**config.mk**
```make
export PLATFORM = sky130hd
export DESIGN_NAME = switch_conditioner
export DESIGN_NICKNAME = d
export VERILOG_FILES = /design/src/rtl/switch_conditioner_pkg.sv /design/src/rtl/debounce_channel.sv /design/src/rtl/switch_conditioner.sv
export SDC_FILE = /design/constraint.sdc
export NUM_CORES = 1
export LEC_CHECK = 0
export ABC_AREA = 1
export BUFFER_PORTS_ARGS = -buffer_cell sky130_fd_sc_hd__buf_2
export CORE_MARGIN = 2
export CORE_UTILIZATION = 30
export DETAILED_ROUTE_END_ITERATION = 6
export PLACE_DENSITY = 0.43
export SLEW_MARGIN = 10
export SYNTH_ARGS = -nofsm -noshare
export SYNTH_HDL_FRONTEND = slang
export SYNTH_SLANG_ARGS = --single-unit
```
**constraint.sdc**
```tcl
create_clock -name clk -period 3.1 [get_ports clk]
set_input_delay 0.31 -clock clk [delete_from_list [all_inputs] [get_ports clk]]
set_output_delay 0.31 -clock clk [all_outputs]
set_load 0.02 [all_outputs]
```
**src/rtl/switch_conditioner_pkg.sv**
```systemverilog
// rtl/switch_conditioner_pkg.sv - shared constants and FSM state type for the switch conditioner
package switch_conditioner_pkg;

    localparam int DEFAULT_DEBOUNCE_CYCLES = 1000000;
    localparam int DEFAULT_REPEAT_DELAY    = 50000000;
    localparam int DEFAULT_REPEAT_PERIOD   = 10000000;

    typedef enum logic {
        ST_STABLE  = 1'b0,
        ST_PENDING = 1'b1
    } state_t;

    // Larger of two widths, used to size the shared repeat timer.
    function automatic int max_int(input int a, input int b);
        return (a > b) ? a : b;
    endfunction

endpackage

```
**src/rtl/debounce_channel.sv**
```systemverilog
// rtl/debounce_channel.sv - one-bit synchroniser, debounce FSM and edge/repeat strobes (optional SWITCH_CONDITIONER_HOLD_REPEAT_EN)
module debounce_channel
    import switch_conditioner_pkg::*;
#(
    parameter int DEBOUNCE_CYCLES = DEFAULT_DEBOUNCE_CYCLES
`ifdef SWITCH_CONDITIONER_HOLD_REPEAT_EN
    ,
    parameter int REPEAT_DELAY  = DEFAULT_REPEAT_DELAY,
    parameter int REPEAT_PERIOD = DEFAULT_REPEAT_PERIOD
`endif
) (
    input  logic i_clk,
    input  logic i_reset,
    input  logic i_raw,
    output logic o_level,
    output logic o_rise,
    output logic o_fall
);

    localparam int                CNT_W    = $clog2(DEBOUNCE_CYCLES + 1);
    localparam logic [CNT_W-1:0] CNT_LAST = CNT_W'(DEBOUNCE_CYCLES - 1);

    logic             r_sync1;
    logic             r_sync2;
    state_t           r_state;
    state_t           w_state_nxt;
    logic [CNT_W-1:0] r_cnt;
    logic [CNT_W-1:0] w_cnt_nxt;
    logic             r_level;
    logic             w_level_nxt;
    logic             r_rise;
    logic             w_rise_nxt;
    logic             r_fall;
    logic             w_fall_nxt;

`ifdef SWITCH_CONDITIONER_HOLD_REPEAT_EN
    localparam int               REP_W     = $clog2(max_int(REPEAT_DELAY, REPEAT_PERIOD) + 1);
    localparam logic [REP_W-1:0] REP_FIRST = REP_W'(REPEAT_DELAY - 1);
    localparam logic [REP_W-1:0] REP_NEXT  = REP_W'(REPEAT_PERIOD - 1);

    logic [REP_W-1:0] r_rep;
    logic [REP_W-1:0] w_rep_nxt;
`endif

    // Two-flop synchroniser for the asynchronous raw input.
    always_ff @(posedge i_clk or posedge i_reset) begin
        if (i_reset) begin
            r_sync1 <= 1'b0;
            r_sync2 <= 1'b0;
        end else begin
            r_sync1 <= i_raw;
            r_sync2 <= r_sync1;
        end
    end

    // State, stability counter and registered outputs.
    always_ff @(posedge i_clk or posedge i_reset) begin
        if (i_reset) begin
            r_state <= ST_STABLE;
            r_cnt   <= '0;
            r_level <= 1'b0;
            r_rise  <= 1'b0;
            r_fall  <= 1'b0;
        end else begin
            r_state <= w_state_nxt;
            r_cnt   <= w_cnt_nxt;
            r_level <= w_level_nxt;
            r_rise  <= w_rise_nxt;
            r_fall  <= w_fall_nxt;
        end
    end

    // Debounce decision: any bounce back to the accepted level restarts the count.
    always_comb begin
        w_state_nxt = r_state;
        w_cnt_nxt   = r_cnt;
        w_level_nxt = r_level;
        w_rise_nxt  = 1'b0;
        w_fall_nxt  = 1'b0;
        case (r_state)
            ST_STABLE: begin
                if (r_sync2 != r_level) begin
                    w_cnt_nxt   = CNT_W'(1);
                    w_state_nxt = ST_PENDING;
                end else begin
                    w_cnt_nxt = '0;
                end
            end
            ST_PENDING: begin
                if (r_sync2 == r_level) begin
                    w_cnt_nxt   = '0;
                    w_state_nxt = ST_STABLE;
                end else if (r_cnt == CNT_LAST) begin
                    w_level_nxt = r_sync2;
                    w_rise_nxt  = r_sync2;
                    w_fall_nxt  = ~r_sync2;
                    w_cnt_nxt   = '0;
                    w_state_nxt = ST_STABLE;
                end else begin
                    w_cnt_nxt = r_cnt + CNT_W'(1);
                end
            end
            default: begin
                w_cnt_nxt   = '0;
                w_state_nxt = ST_STABLE;
            end
        endcase
`ifdef SWITCH_CONDITIONER_HOLD_REPEAT_EN
        // Repeat timer counts down while the accepted level stays high.
        w_rep_nxt = '0;
        if (w_level_nxt) begin
            if (!r_level) begin
                w_rep_nxt = REP_FIRST;
            end else if (r_rep == '0) begin
                w_rise_nxt = 1'b1;
                w_rep_nxt  = REP_NEXT;
            end else begin
                w_rep_nxt = r_rep - REP_W'(1);
            end
        end
`endif
    end

`ifdef SWITCH_CONDITIONER_HOLD_REPEAT_EN
    // Auto-repeat timer register.
    always_ff @(posedge i_clk or posedge i_reset) begin
        if (i_reset) begin
            r_rep <= '0;
        end else begin
            r_rep <= w_rep_nxt;
        end
    end
`endif

    assign o_level = r_level;
    assign o_rise  = r_rise;
    assign o_fall  = r_fall;

endmodule

```
**src/rtl/switch_conditioner.sv**
```systemverilog
// rtl/switch_conditioner.sv - N-channel switch debouncer with edge strobes (optional SWITCH_CONDITIONER_HOLD_REPEAT_EN)
module switch_conditioner
    import switch_conditioner_pkg::*;
#(
    parameter int N_CH            = 4,
    parameter int DEBOUNCE_CYCLES = DEFAULT_DEBOUNCE_CYCLES
`ifdef SWITCH_CONDITIONER_HOLD_REPEAT_EN
    ,
    parameter int REPEAT_DELAY  = DEFAULT_REPEAT_DELAY,
    parameter int REPEAT_PERIOD = DEFAULT_REPEAT_PERIOD
`endif
) (
    input  logic            clk,
    input  logic            reset,
    input  logic [N_CH-1:0] sw_raw,
    output logic [N_CH-1:0] sw_level,
    output logic [N_CH-1:0] sw_rise,
    output logic [N_CH-1:0] sw_fall
);

    // One fully independent conditioner per input bit.
    for (genvar i = 0; i < N_CH; i++) begin : g_ch
        debounce_channel #(
            .DEBOUNCE_CYCLES(DEBOUNCE_CYCLES)
`ifdef SWITCH_CONDITIONER_HOLD_REPEAT_EN
            ,
            .REPEAT_DELAY   (REPEAT_DELAY),
            .REPEAT_PERIOD  (REPEAT_PERIOD)
`endif
        ) u_ch (
            .i_clk   (clk),
            .i_reset (reset),
            .i_raw   (sw_raw[i]),
            .o_level (sw_level[i]),
            .o_rise  (sw_rise[i]),
            .o_fall  (sw_fall[i])
        );
    end

endmodule

```
==> results of run 1 <==
==> kinds of logic after synthesis <==
group           synth area share
flops                      0.465
xor+xnor                  0.0673
simple gates               0.343
compound gates            0.0199
buf+inv                   0.0959
fa+ha+maj                0.00894
==> sequential cells by signal, summed over array words and instances (netlist names) <==
signal,flops
g_ch.u_ch.o_level,4
g_ch.u_ch.r_state,4
g_ch.u_ch.o_fall,4
g_ch.u_ch.o_rise,4
g_ch.u_ch.r_sync2,4
g_ch.u_ch.r_cnt,80
g_ch.u_ch.r_sync1,4
==> layout make-up <==
cell class              count  area [sq um]
clock buffers              11           243
clock inverters             5          78.8
fillers                  1935         12000
inverters                 102           385
multi-input cells         508          2460
flip-flops and latches    104          2600
well taps                 229           287
repair buffers             18           105
==> through the flow <==
step / cells / worst slack, ns / util / hold WS [ns]
floorplan: 732 / 0.0578 / - / 0.331
global placement: 961 / 1.42 / 0.322 / 0.335
detailed placement: 961 / 1.32 / 0.322 / 0.337
CTS: 977 / 1.32 / 0.339 / 0.0430
global route: 977 / 1.15 / 0.339 / 0.0390
finish: 977 / 1.33 / 0.339 / 0.0187
==> worst register-to-register path, delay by kind of cell (launching register included) <==
family                   cells  cell delay, ns
buffers and inverters        1            0.18
flip-flops                   1            0.39
adder cells (fa/ha/maj)      1            0.20
AND/OR/NAND/NOR              6            0.89
==> synthesized netlist by cell type, types with 4 or more instances <==
master,n
sky130_fd_sc_hd__a21oi_1,8
sky130_fd_sc_hd__buf_4,13
sky130_fd_sc_hd__buf_6,5
sky130_fd_sc_hd__dfrtp_1,104
sky130_fd_sc_hd__ha_1,4
sky130_fd_sc_hd__inv_1,98
sky130_fd_sc_hd__inv_2,4
sky130_fd_sc_hd__nand2_1,157
sky130_fd_sc_hd__nand2_2,10
sky130_fd_sc_hd__nand3_1,36
sky130_fd_sc_hd__nand3_2,4
sky130_fd_sc_hd__nand4_1,18
sky130_fd_sc_hd__nor2_1,180
sky130_fd_sc_hd__nor2_2,6
sky130_fd_sc_hd__nor3_1,15
sky130_fd_sc_hd__o21ai_0,8
sky130_fd_sc_hd__xnor2_1,9
sky130_fd_sc_hd__xor2_1,34
==> how the worst min path moves through the flow <==
stage	from	end	slack, ns	cells after the start
6_report	reset	g_ch[0].u_ch.o_fall$_DFF_PP0_	0.02	2
2_1_floorplan	g_ch[0].u_ch.r_sync1$_DFF_PP0_	g_ch[0].u_ch.r_sync2$_DFF_PP0_	0.33	0
5_1_grt	sw_raw[2]	g_ch[2].u_ch.r_sync1$_DFF_PP0_	0.04	1
3_5_place_dp	g_ch[3].u_ch.r_sync1$_DFF_PP0_	g_ch[3].u_ch.r_sync2$_DFF_PP0_	0.34	0
4_1_cts	reset	g_ch[0].u_ch.r_cnt[16]$_DFF_PP0_	0.04	2
3_3_place_gp	g_ch[1].u_ch.r_sync1$_DFF_PP0_	g_ch[1].u_ch.r_sync2$_DFF_PP0_	0.34	0
==> power by group <==
part	leakage (nW)	switching, mW	total [mW]	internal [mW]
combinational	1.20	0.0938	0.126	0.0320
sequential	1.42	0.0190	1.40	1.38
clock	0.160	0.513	1.24	0.731
==> layout by cell type (no fill, tap or decap), types with 10 or more instances in the layout <==
cell type,Yosys,routed
sky130_fd_sc_hd__nand2_2,10,10
sky130_fd_sc_hd__nor2_1,180,180
sky130_fd_sc_hd__nand2_1,157,157
sky130_fd_sc_hd__nor3_1,15,15
sky130_fd_sc_hd__nand3_1,36,36
sky130_fd_sc_hd__nand4_1,18,18
sky130_fd_sc_hd__xor2_1,34,34
sky130_fd_sc_hd__dfrtp_1,104,104
sky130_fd_sc_hd__buf_2,0,17
sky130_fd_sc_hd__inv_1,98,97
==> routing by layer <==
layer	global-route usage	vias to the layer above	share of wire
li1	-	2250	-
met1	0.160	2004	0.48
met2	0.212	57	0.48
met3	0.0357	7	0.034
met4	0.0284	0	0.0094
met5	0	-	0
==> results, run 1 <==
- The standard cell core area is 0.0181 sq mm.
- Once layout is done, the placed cells without fillers occupy 0.00616 sq mm.
- After synthesis the cells add up to 0.00560 sq mm.
- The count of unique library cells instantiated by Yosys is 28.
- The measured slew at the worst slew-check pin is 0.568 ns.
- The final route contains 4318 vias.
- The data arrival at the endpoint of the critical path is 2.01 ns.
- The wire-length estimate of the detail-placed layout is 8.55 mm.
- Across all register-to-register paths, the minimum setup slack is 1.33 ns.
- At the end of routability-driven placement, the weighted congestion stood at 0.849.
- Counting stages on the worst path, the most repeated cell is sky130_fd_sc_hd__nand2_2.
- IR analysis of the VDD net gives a maximum drop of 0.000246 V.
- The sum of negative setup slack is 0 ns.
- Gates resized during post-CTS repair numbered 0.
- In this run the tightest slew margin relative to its limit is 0.621.
- The analysis attributes to cell leakage a power of 2.78 nW.
- The cell type with the highest aggregate area in the netlist is sky130_fd_sc_hd__dfrtp_1.
- The number of antenna violations at the first check in global routing is 0.
- Walking the worst path, the cells encountered are ha_1, nand2_2, nor3_4, nand3_1, nand2_2, inv_1, nand2_1, nor2_1.
- In this run the vertical extent of the chip is 141 microns.
- The count of hold buffers inserted by post-cts repair is 0.
- The pin count of the biggest net entering global routing is 62.
- The number of nets with antenna violations after detailed routing is 0.
- The type of the worst min-delay path is in2async.
- The detailed-route wire length per cell is 12.0 microns.
- 0 antenna diodes ended up in the layout.
- The share of the synthesized area in the top cell type is 0.465.
- The total stage count of the critical path is 8.
- Across the routed clock network, the largest skew measured is 0.00464 ns.
- Setup repair after global routing left no endpoint under its margin.
- The number of synthesis warnings is 0.
- The count of buffering cells on the critical path with inverters included is 1.
- The clock buffer count from CTS is 9.
- The detailed-route vias per instance is 4.42.
- The count of maximum capacitance violations is 0.
- The number of H-tree levels is 3.
- The global-route wire length before repair is 20.0 mm.
- STA puts the critical path data required time at 3.34 ns.
- The delay contributed by the slowest stage of the critical path is 0.39 ns.
- The sum of overflow across all layers after global routing is 0.
- A synthesized cell averages 7.64 sq um.
- After detailed routing, the number of remaining DRC violations is 0.
- The critical-path cell with the highest stage delay is sky130_fd_sc_hd__dfrtp_1.
- Of the cells placed in the final design, the portion with a size suffix greater than 1 is 0.0922.
- Clock latency on the worst-skew pair, taken at its later pin, is 0.35 ns.
- After synthesis, the cell types taking the most area are sky130_fd_sc_hd__dfrtp_1 (47%), sky130_fd_sc_hd__nor2_1 (12%), sky130_fd_sc_hd__nand2_1 (11%).
- The endpoint kind of the worst setup timing path is a flip-flop.
- The endpoint identified for the worst register-to-register timing path is g_ch[2].u_ch.r_cnt[19]$_DFF_PP0_.
- The starting density of the core is 0.308.
- The hold violation count in the final report came to 0.
- The initialized floorplan defines 49 standard-cell rows.
- Of the synthesized area, sequential elements account for 0.465.
- STA classifies the critical path startpoint as a flip-flop.
- The number of nets produced by synthesis is 742.
- The share of synthesized flip-flops with an asynchronous set or reset is 1.00.
- The upper clock frequency limit is 564 MHz.
- The die width is 141 microns.
- The cell sitting at the root of the clock tree is a sky130_fd_sc_hd__clkbuf_16.
- The clock sink total is 104.
- Following the worst setup path forward leads to its endpoint at g_ch[2].u_ch.r_cnt[19]$_DFF_PP0_.
- The area growth from synthesis to layout is 10.0%.
- The final number of setup-violating endpoints is 0.
- The die covers 0.0198 sq mm.
- The net total in the final layout is 753.
- The number of top-level pins is 18.
- The number of max-slew violations in the final report was 0.
- Clock-pin slew was measured on the worst setup and hold paths at 0.07 ns.
- After detailed routing, the total wire length is 11.7 mm.
- Tracing the worst setup path back leads to its startpoint at g_ch[2].u_ch.r_cnt[0]$_DFF_PP0_.
- The detailed router finished its first iteration with 285 violations.
- Before antenna repair, the detailed router went through 5 iterations.
- The total global-route track usage is 0.125.
- Port buffering added 17 buffers.
- The maximum fanout encountered on the critical timing path is 17.
- The run finished with clean final reports.
- In this run the critical register-to-register path is launched from g_ch[2].u_ch.r_cnt[0]$_DFF_PP0_.
- The number of buffers between clock root and the deepest sink is 2.
- The worst-case reg-to-reg path depth is 8.
- Once the clock tree was built, the setup fixing pass inserted 0 buffers.
- Counting flops and latches in the post-synthesis netlist gives 104.
- After technology mapping, the gate count stands at 732.
- Broken down by cell family, the worst path's largest delay share belongs to simple AND/OR/NAND/NOR gates.
- The most used flip-flop cell after synthesis is sky130_fd_sc_hd__dfrtp_1.
- The TritonCTS clock tree is done.
- The power density over the cells is 450 mW/mm^2.
- In this run, synthesis inferred 0 flip-flops with an integrated enable.
- The minimum clock period is 1.77 ns.
- The sum of internal, switching and leakage power is 2.77 mW.
- The placed instances occupy a cell area of 0.00584 sq mm.
- The number of global-route vias before repair is 4201.
- The critical path is of the reg2reg type.
- The part of the cycle the worst path needs is 0.572.
Power figures use the tool's default switching activity.
==> inputs of run 2 (changes only) <==
--- a/config.mk
+++ b/config.mk
@@ -5,7 +5,7 @@
 export SDC_FILE = /design/constraint.sdc
 export NUM_CORES = 1
 export LEC_CHECK = 0
-export ABC_AREA = 1
+export ABC_AREA = 0
 export BUFFER_PORTS_ARGS = -buffer_cell sky130_fd_sc_hd__buf_2
 export CORE_MARGIN = 2
 export CORE_UTILIZATION = 30
==> constraint.sdc (replaced) <==
create_clock -name clk -period 1.4 [get_ports clk]
set_input_delay 0.14 -clock clk [delete_from_list [all_inputs] [get_ports clk]]
set_output_delay 0.14 -clock clk [all_outputs]
set_load 0.02 [all_outputs]
==> results, run 2 <==
- The height of the chip is 133 microns (was 141 microns).
- The setup skew after layout came to 0.00716 ns (was 0.00464 ns).
- The post-synthesis sequential area ratio is 0.524 (was 0.465).
- The total of buffers placed on input and output ports is 17 (unchanged).
- The TritonCTS clock tree is done (unchanged).
- The share of synthesized flip-flops with an asynchronous set or reset is 1.00 (unchanged).
- The post-detailed-routing wire length is 12.0 mm (was 11.7 mm).
- The power density over the cells is 850 mW/mm^2 (was 450 mW/mm^2).
- The number of flip-flops in the largest register is 80 (unchanged).
- The count of maximum capacitance violations came to 0 (unchanged).
- The upper clock frequency limit was 551 MHz (was 564 MHz).
- The violation count after the first detailed-route iteration came to 157 (was 285).
- Setup repair after global routing missed its margin: true (was false).
- The hold violation count in the final report is 0 (unchanged).
- The worst reg2reg path endpoint is g_ch[2].u_ch.o_rise$_DFF_PP0_ (was g_ch[2].u_ch.r_cnt[19]$_DFF_PP0_).
- The startpoint of the most critical setup path was g_ch[2].u_ch.r_cnt[13]$_DFF_PP0_ (was g_ch[2].u_ch.r_cnt[0]$_DFF_PP0_).
- The most frequent cell after synthesis was sky130_fd_sc_hd__dfrtp_1 (was sky130_fd_sc_hd__nor2_1).
- The die width is 133 microns (was 141 microns).
- The maximum fanout encountered on the critical timing path came to 3 (was 17).
- The sum of negative setup slack is -30.75 ns (was 0 ns).
- The category of the most critical setup path is reg2reg (unchanged).
- The setup slack of the most critical reg-to-reg path is -0.42 ns (was 1.33 ns).
- The starting density of the core is 0.303 (was 0.308).
- The post-detailed-placement half-perimeter wirelength was 7.81 mm (was 8.55 mm).
- The detailed-route vias per instance is 4.68 (was 4.42).
- The clock input transition at the sequential cells of the worst setup and hold paths is 0.07 ns (about the same).
- The setup slack at placement is -0.475 ns (was 1.32 ns).
- For hold timing, the worst endpoint is g_ch[1].u_ch.r_sync2$_DFF_PP0_.
- The cell type with the highest aggregate area in the netlist is sky130_fd_sc_hd__dfrtp_1 (unchanged).
- The start of the worst register-to-register path is g_ch[2].u_ch.r_cnt[13]$_DFF_PP0_ (was g_ch[2].u_ch.r_cnt[0]$_DFF_PP0_).
- The total via count after detailed routing came to 4098 (was 4318).
- The net total in the final layout is 660 (was 753).
- The final worst hold slack is 0.350 ns (was 0.0187 ns).
- The standard cell core area was 0.0164 sq mm (was 0.0181 sq mm).
- The area of the die is 0.0176 sq mm (was 0.0198 sq mm).
- The number of antenna violations at the first check in global routing is 0 (unchanged).
- The netlist area before placement is 0.00496 sq mm (was 0.00560 sq mm).
- The total global-route track usage is 0.145 (was 0.125).
- The launching element type of the critical path is a flip-flop (unchanged).
- The pin count of the biggest net entering global routing is 105 (was 62).
- The number of buffers between clock root and the deepest sink came to 2 (unchanged).
- The synthesized netlist cell count is 483 (was 732).
- The number of placement rows is 47 (was 49).
- The final reports fail on negative setup slack.
- The measured slew at the worst slew-check pin is 0.564 ns (was 0.568 ns).
- The multi-input logic area was 0.00263 sq mm (was 0.00246 sq mm).
- The worst hold path was traced through 0 stages.
- The total leakage power is 3.16 nW (was 2.78 nW).
- The number of synthesized flops with an enable pin was 0 (unchanged).
- The fill cell total of the finished layout is 1537 (was 1935).
- The insertion delay to the later sink of the worst-skew pair came to 0.35 ns (about the same).
- The master cell of the clock root buffer is sky130_fd_sc_hd__clkbuf_16 (unchanged).
- The number of placed instances, taps included came to 831 (was 961).
- The number of global-route vias before repair is 4217 (was 4201).
- The number of optimization iterations in the first detailed-route pass is 4 (was 5).
- The leading register cell type out of synthesis is sky130_fd_sc_hd__dfrtp_1 (unchanged).
- The clock buffer count from CTS is 9 (unchanged).
- The detailed-route wire length per cell is 13.7 microns (was 12.0 microns).
- The routability-driven placement congestion ratio is 0.805 (was 0.849).
- The minimum clock period is 1.82 ns (was 1.77 ns).
- The register bit total from synthesis is 104 (unchanged).
- The sum of overflow across all layers after global routing is 0 (unchanged).
- The final cell count without fillers is 875 (was 977).
- The most common library cell in the layout ignoring fill and taps is sky130_fd_sc_hd__buf_4 (was sky130_fd_sc_hd__nor2_1).
- The number of top-level pins was 18 (unchanged).
- The required time at the endpoint of the critical path is 1.69 ns (was 3.34 ns).
- The clock sink total is 104 (unchanged).
- The worst IR drop on VDD came to 0.000686 V (was 0.000246 V).
- The number of max-slew violations in the final report is 0 (unchanged).
- The final worst-path setup slack is -0.416 ns (was 1.33 ns).
- The largest register by flop count is g_ch.u_ch.r_cnt (unchanged).
- The number of remaining DRC errors is 0 (unchanged).
- The number of nets produced by synthesis came to 493 (was 742).
- The global-route wire length before repair is 20.4 mm (was 20.0 mm).
- The worst-case reg-to-reg path depth was 5 (was 8).
- The number of H-tree levels was 3 (unchanged).
- The data arrival at the endpoint of the critical path came to 2.11 ns (was 2.01 ns).
- The mean instance size in the synthesized netlist came to 10.3 sq um (was 7.64 sq um).
- The worst hold path startpoint is g_ch[1].u_ch.r_sync1$_DFF_PP0_.
- The area growth from synthesis to layout came to 48.5% (was 10.0%).
- The count of unique library cells instantiated by Yosys is 49 (was 28).
- The endpoint kind of the worst setup timing path is a flip-flop (unchanged).
- Leading cell types in the layout, fill and taps excluded: sky130_fd_sc_hd__buf_4 (139), sky130_fd_sc_hd__dfrtp_1 (102), sky130_fd_sc_hd__nor2_2 (33) (was sky130_fd_sc_hd__nor2_1 (180), sky130_fd_sc_hd__nand2_1 (157), sky130_fd_sc_hd__dfrtp_1 (104)).
- The part of the cycle the worst path needs is 1.30 (was 0.572).
- The final number of setup-violating endpoints is 94 (was 0).
- The share of layout cells above drive strength 1 is 0.476 (was 0.0922).
- The share of the synthesized area in the top cell type came to 0.524 (was 0.465).
- The area occupied by registers is 0.00261 sq mm (was 0.00260 sq mm).
- The number of synthesis warnings is 0 (unchanged).
- Result of the run: finished, violations left (was completed).
- The number of antenna diodes is 0 (unchanged).
- The post-route core utilization came to 0.449 (was 0.339).
- The relative slew slack is 0.624 (was 0.621).
- The number of nets with antenna violations after detailed routing came to 0 (unchanged).
- Largest cells by area after synthesis: sky130_fd_sc_hd__dfrtp_1 (52%), sky130_fd_sc_hd__xnor2_1 (5.3%), sky130_fd_sc_hd__nor2_1 (4.8%) (was sky130_fd_sc_hd__dfrtp_1 (47%), sky130_fd_sc_hd__nor2_1 (12%), sky130_fd_sc_hd__nand2_1 (11%)).
- List of most frequent post-synthesis cells: sky130_fd_sc_hd__dfrtp_1 (104), sky130_fd_sc_hd__nor2_1 (63), sky130_fd_sc_hd__xnor2_1 (30) (was sky130_fd_sc_hd__nor2_1 (180), sky130_fd_sc_hd__nand2_1 (157), sky130_fd_sc_hd__dfrtp_1 (104)).
- The type of the worst min-delay path is reg2reg (was in2async).
run 2: through the flow:
| step | power (mW) | area [sq um] |
|---|---|---|
| 2_1_floorplan | 3.34 | 5180 |
| 3_3_place_gp | 3.46 | 6360 |
| 3_5_place_dp | 3.46 | 6360 |
| 4_1_cts | 6.36 | 7090 |
| 5_1_grt | 6.56 | 7370 |
| 6_report | 6.27 | 7370 |
run 2: report_power, final:
group	leakage, nW	switching (mW)	internal [mW]
logic	1.59	0.239	0.199
clock network	0.158	1.13	1.61
registers	1.41	0.0454	3.05
total	3.16	1.41	4.85
run 2: cell type report:
cell class | count | area share
sequential | 104 | 0.353
inverter | 15 | 0.00815
clock inverter | 6 | 0.0112
multi-input combinational | 338 | 0.357
timing repair buffer | 182 | 0.201
tap | 220 | 0.0373
clock buffer | 10 | 0.0324
run 2: worst max-delay path, stage by stage, from the launching register on:
cell	delay (ns)
sky130_fd_sc_hd__dfrtp_1	0.37
sky130_fd_sc_hd__or4_4	0.55
sky130_fd_sc_hd__nor4_4	0.32
sky130_fd_sc_hd__buf_4	0.17
sky130_fd_sc_hd__and3_4	0.19
sky130_fd_sc_hd__and3_1	0.16
run 2: how the worst max path moves through the flow:
stage | endpoint | slack, ns | depth (start not counted)
6_report | g_ch[2].u_ch.o_rise$_DFF_PP0_ | -0.42 | 5
5_1_grt | g_ch[2].u_ch.r_cnt[19]$_DFF_PP0_ | -0.49 | 5
4_1_cts | g_ch[2].u_ch.r_cnt[19]$_DFF_PP0_ | -0.46 | 5
3_5_place_dp | g_ch[2].u_ch.r_cnt[18]$_DFF_PP0_ | -0.48 | 5
3_3_place_gp | g_ch[2].u_ch.r_cnt[18]$_DFF_PP0_ | -0.45 | 5
2_1_floorplan | g_ch[2].u_ch.r_cnt[5]$_DFF_PP0_ | -0.43 | 6
run 2: routing by layer:
metal | track usage | wire length [microns] | vias to the layer above
met2 | 0.224 | 5740 | 38
li1 | - | - | 2036
met4 | 0.0693 | 293 | 0
met3 | 0.0238 | 230 | 21
met5 | 0 | 0 | -
met1 | 0.198 | 5770 | 2003
run 2: cells by family after synthesis:
logic type | synth area share
simple gates | 0.248
flops | 0.524
compound gates | 0.0668
xor+xnor | 0.0970
buf+inv | 0.0474
fa+ha+maj | 0.0101
mux | 0.00680
run 2: what timing repair did:
| item | in CTS | in global routing |
|---|---|---|
| buffers inserted | 10 | 10 |
| setup endpoints to repair | 96 | 96 |
| cloned | 5 | 1 |
| resized for setup | 59 | 54 |
| pin swaps | 21 | 19 |
| hold buffers | 5 | 0 |
| hold endpoints to repair | 63 | 0 |
==> inputs of run 3 (changes only) <==
==> constraint.sdc (replaced) <==
create_clock -name clk -period 1.4 [get_ports clk]
set_input_delay 0.07 -clock clk [delete_from_list [all_inputs] [get_ports clk]]
set_output_delay 0.07 -clock clk [all_outputs]
set_load 0.02 [all_outputs]
==> results, run 3 (synthesized netlist as in run 2, its figures left out) <==
- Result of the run: finished, violations left (unchanged).
- Violations in the final reports: negative setup slack (unchanged).
- The standard cell core area came to 0.0164 sq mm (unchanged).
- The insertion delay to the later sink of the worst-skew pair was 0.35 ns (about the same).
- The part of the cycle the worst path needs was 1.30 (about the same).
- The sum of internal, switching and leakage power is 5.85 mW (was 6.27 mW).
- The pin count of the biggest net entering global routing is 46 (was 105).
- The final number of setup-violating endpoints is 96 (was 94).
- The power density over the cells is 810 mW/mm^2 (was 850 mW/mm^2).
- The clock sink total was 104 (unchanged).
- The routability-driven placement congestion ratio is 0.749 (was 0.805).
- The detailed-route wire length per cell was 13.4 microns (was 13.7 microns).
- The number of optimization iterations in the first detailed-route pass is 6 (was 4).
- The launching element type of the critical path is a flip-flop (unchanged).
- The category of the most critical setup path is reg2reg (unchanged).
- The number of flip-flops in the largest register is 80 (unchanged).
- The count of maximum capacitance violations is 0 (unchanged).
- The starting density of the core was 0.303 (unchanged).
- The area of the die was 0.0176 sq mm (unchanged).
- The number of placed instances, taps included is 830 (was 831).
- The final cell count without fillers is 871 (was 875).
- The master cell of the clock root buffer is sky130_fd_sc_hd__clkbuf_16 (unchanged).
- The clock buffer count from CTS is 9 (unchanged).
- The setup skew after layout is 0.00823 ns (was 0.00716 ns).
- Setup repair after global routing missed its margin: true (unchanged).
- The internal portion of total power was 4.51 mW (was 4.85 mW).
- The share of power burned in registers is 0.529 (was 0.494).
- The maximum fanout encountered on the critical timing path was 15 (was 3).
- The upper clock frequency limit came to 549 MHz (was 551 MHz).
- The part of the total power dissipated in the clock network is 0.401 (was 0.437).
- The most common library cell in the layout ignoring fill and taps is sky130_fd_sc_hd__buf_4 (unchanged).
- The net total in the final layout is 659 (was 660).
- The relative slew slack is 0.715 (was 0.624).
- The total of buffers placed on input and output ports is 17 (unchanged).
- The share of layout cells above drive strength 1 is 0.453 (was 0.476).
- The sum of overflow across all layers after global routing is 0 (unchanged).
- The number of remaining DRC errors came to 0 (unchanged).
- The endpoint kind of the worst setup timing path is a flip-flop (unchanged).
- The part of the total power dissipated in combinational logic came to 0.070 (about the same).
- The post-detailed-placement half-perimeter wirelength is 7.95 mm (was 7.81 mm).
- The post-route core utilization is 0.440 (was 0.449).
- The height of the chip is 133 microns (unchanged).
- The die width was 133 microns (unchanged).
- The area growth from synthesis to layout is 45.5% (was 48.5%).
- The violation count after the first detailed-route iteration was 153 (was 157).
- The number of placement rows is 47 (unchanged).
- The total via count after detailed routing is 4090 (was 4098).
- The number of antenna violations at the first check in global routing was 0 (unchanged).
- The number of buffers between clock root and the deepest sink was 2 (unchanged).
- The TritonCTS clock tree is done (unchanged).
- The hold violation count in the final report is 0 (unchanged).
- The required time at the endpoint of the critical path came to 1.64 ns (was 1.69 ns).
- The number of antenna diodes is 0 (unchanged).
- The final design instance area without fill is 0.00723 sq mm (was 0.00737 sq mm).
- The post-detailed-routing wire length is 11.7 mm (was 12.0 mm).
- The total leakage power is 3.13 nW (was 3.16 nW).
- The detailed-route vias per instance is 4.70 (was 4.68).
- The number of nets with antenna violations after detailed routing is 0 (unchanged).
- The minimum clock period was 1.82 ns (about the same).
- The measured slew at the worst slew-check pin is 0.427 ns (was 0.564 ns).
- The area after detailed placement is 0.00637 sq mm (was 0.00636 sq mm).
- The total global-route track usage is 0.141 (was 0.145).
- Leading cell types in the layout, fill and taps excluded: sky130_fd_sc_hd__buf_4 (139), sky130_fd_sc_hd__dfrtp_1 (100), sky130_fd_sc_hd__nor2_1 (36) (was sky130_fd_sc_hd__buf_4 (139), sky130_fd_sc_hd__dfrtp_1 (102), sky130_fd_sc_hd__nor2_2 (33)).
- The final worst-path setup slack is -0.422 ns (was -0.416 ns).
- The number of global-route vias before repair came to 4200 (was 4217).
- The net load switching power is 1.35 mW (was 1.41 mW).
- The type of the worst min-delay path is in2async (was reg2reg).
- The number of max-slew violations in the final report is 0 (unchanged).
- The switching share of power is 0.230 (was 0.225).
- The number of H-tree levels is 3 (unchanged).
- The largest register by flop count was g_ch.u_ch.r_cnt (unchanged).
- The worst IR drop on VDD came to 0.000638 V (was 0.000686 V).
- The data arrival at the endpoint of the critical path is 2.06 ns (was 2.11 ns).
- The number of top-level pins is 18 (unchanged).
- The clock input transition at the sequential cells of the worst setup and hold paths is 0.07 ns (about the same).
- The global-route wire length before repair is 20.0 mm (was 20.4 mm).
## run 3: critical path, cell delays in order, from the launching register on
cell and delay [ns]:
sky130_fd_sc_hd__dfrtp_1 0.38, sky130_fd_sc_hd__or4b_4 0.55, sky130_fd_sc_hd__nor4_4 0.32, sky130_fd_sc_hd__a311o_2 0.26
sky130_fd_sc_hd__buf_12 0.15, sky130_fd_sc_hd__nor2_1 0.05
## run 3: metal layers
metal	GRT usage	wire length [microns]	up-vias
met5	0	0	-
met4	0.0562	224	0
met3	0.0276	254	13
met2	0.233	5700	30
met1	0.183	5490	2017
li1	-	-	2030
## run 3: cell type report
class	count	area, sq um
multi-input cells	338	2580
clock buffers	12	256
repair buffers	181	1440
well taps	220	275
inverters	15	60.1
fillers	1565	9180
clock inverters	1	5.00
flip-flops and latches	104	2610
## run 3: path summary, 6_finish.rpt
check,from,to,slack (ns),cells past startpoint
max in group asynchronous,reset,g_ch[3].u_ch.r_cnt[0]$_DFF_PP0_,0.56,4
worst min-delay path,reset,g_ch[1].u_ch.r_cnt[6]$_DFF_PP0_,0.27,3
worst max register to register,g_ch[2].u_ch.r_cnt[15]$_DFF_PP0_,g_ch[2].u_ch.r_cnt[4]$_DFF_PP0_,-0.42,5
min in group clk,g_ch[1].u_ch.r_sync1$_DFF_PP0_,g_ch[1].u_ch.r_sync2$_DFF_PP0_,0.35,0
worst max-delay path,g_ch[2].u_ch.r_cnt[15]$_DFF_PP0_,g_ch[2].u_ch.r_cnt[4]$_DFF_PP0_,-0.42,5
worst min register to register,g_ch[1].u_ch.r_sync1$_DFF_PP0_,g_ch[1].u_ch.r_sync2$_DFF_PP0_,0.35,0
## run 3: power by group through the flow
stage                     sequential, mW  clock [mW]  combinational [mW]
after floorplan                     3.14           0               0.204
after global placement              3.15           0               0.319
after detailed placement            3.15           0               0.321
after CTS                           3.09        2.47               0.391
after global routing                3.10        2.59               0.462
final                               3.10        2.35               0.413
## run 3: what timing repair did
action | in CTS | in global routing
hold buffers | 5 | 0
hold endpoints to repair | 16 | 0
endpoints found under the setup margin | 96 | 96
pin swaps | 37 | 11
resized for setup | 61 | 36
setup buffers | 15 | 9
cloned | 2 | 1
## run 3: metrics by stage
stage / TNS, ns / hold WS (ns) / setup slack, ns
floorplan: -20.25 / 0.101 / -0.429
global placement: -28.52 / 0.0964 / -0.426
detailed placement: -30.08 / 0.0942 / -0.478
CTS: -28.48 / 0.267 / -0.429
global route: -38.04 / 0.306 / -0.530
finish: -28.76 / 0.271 / -0.422
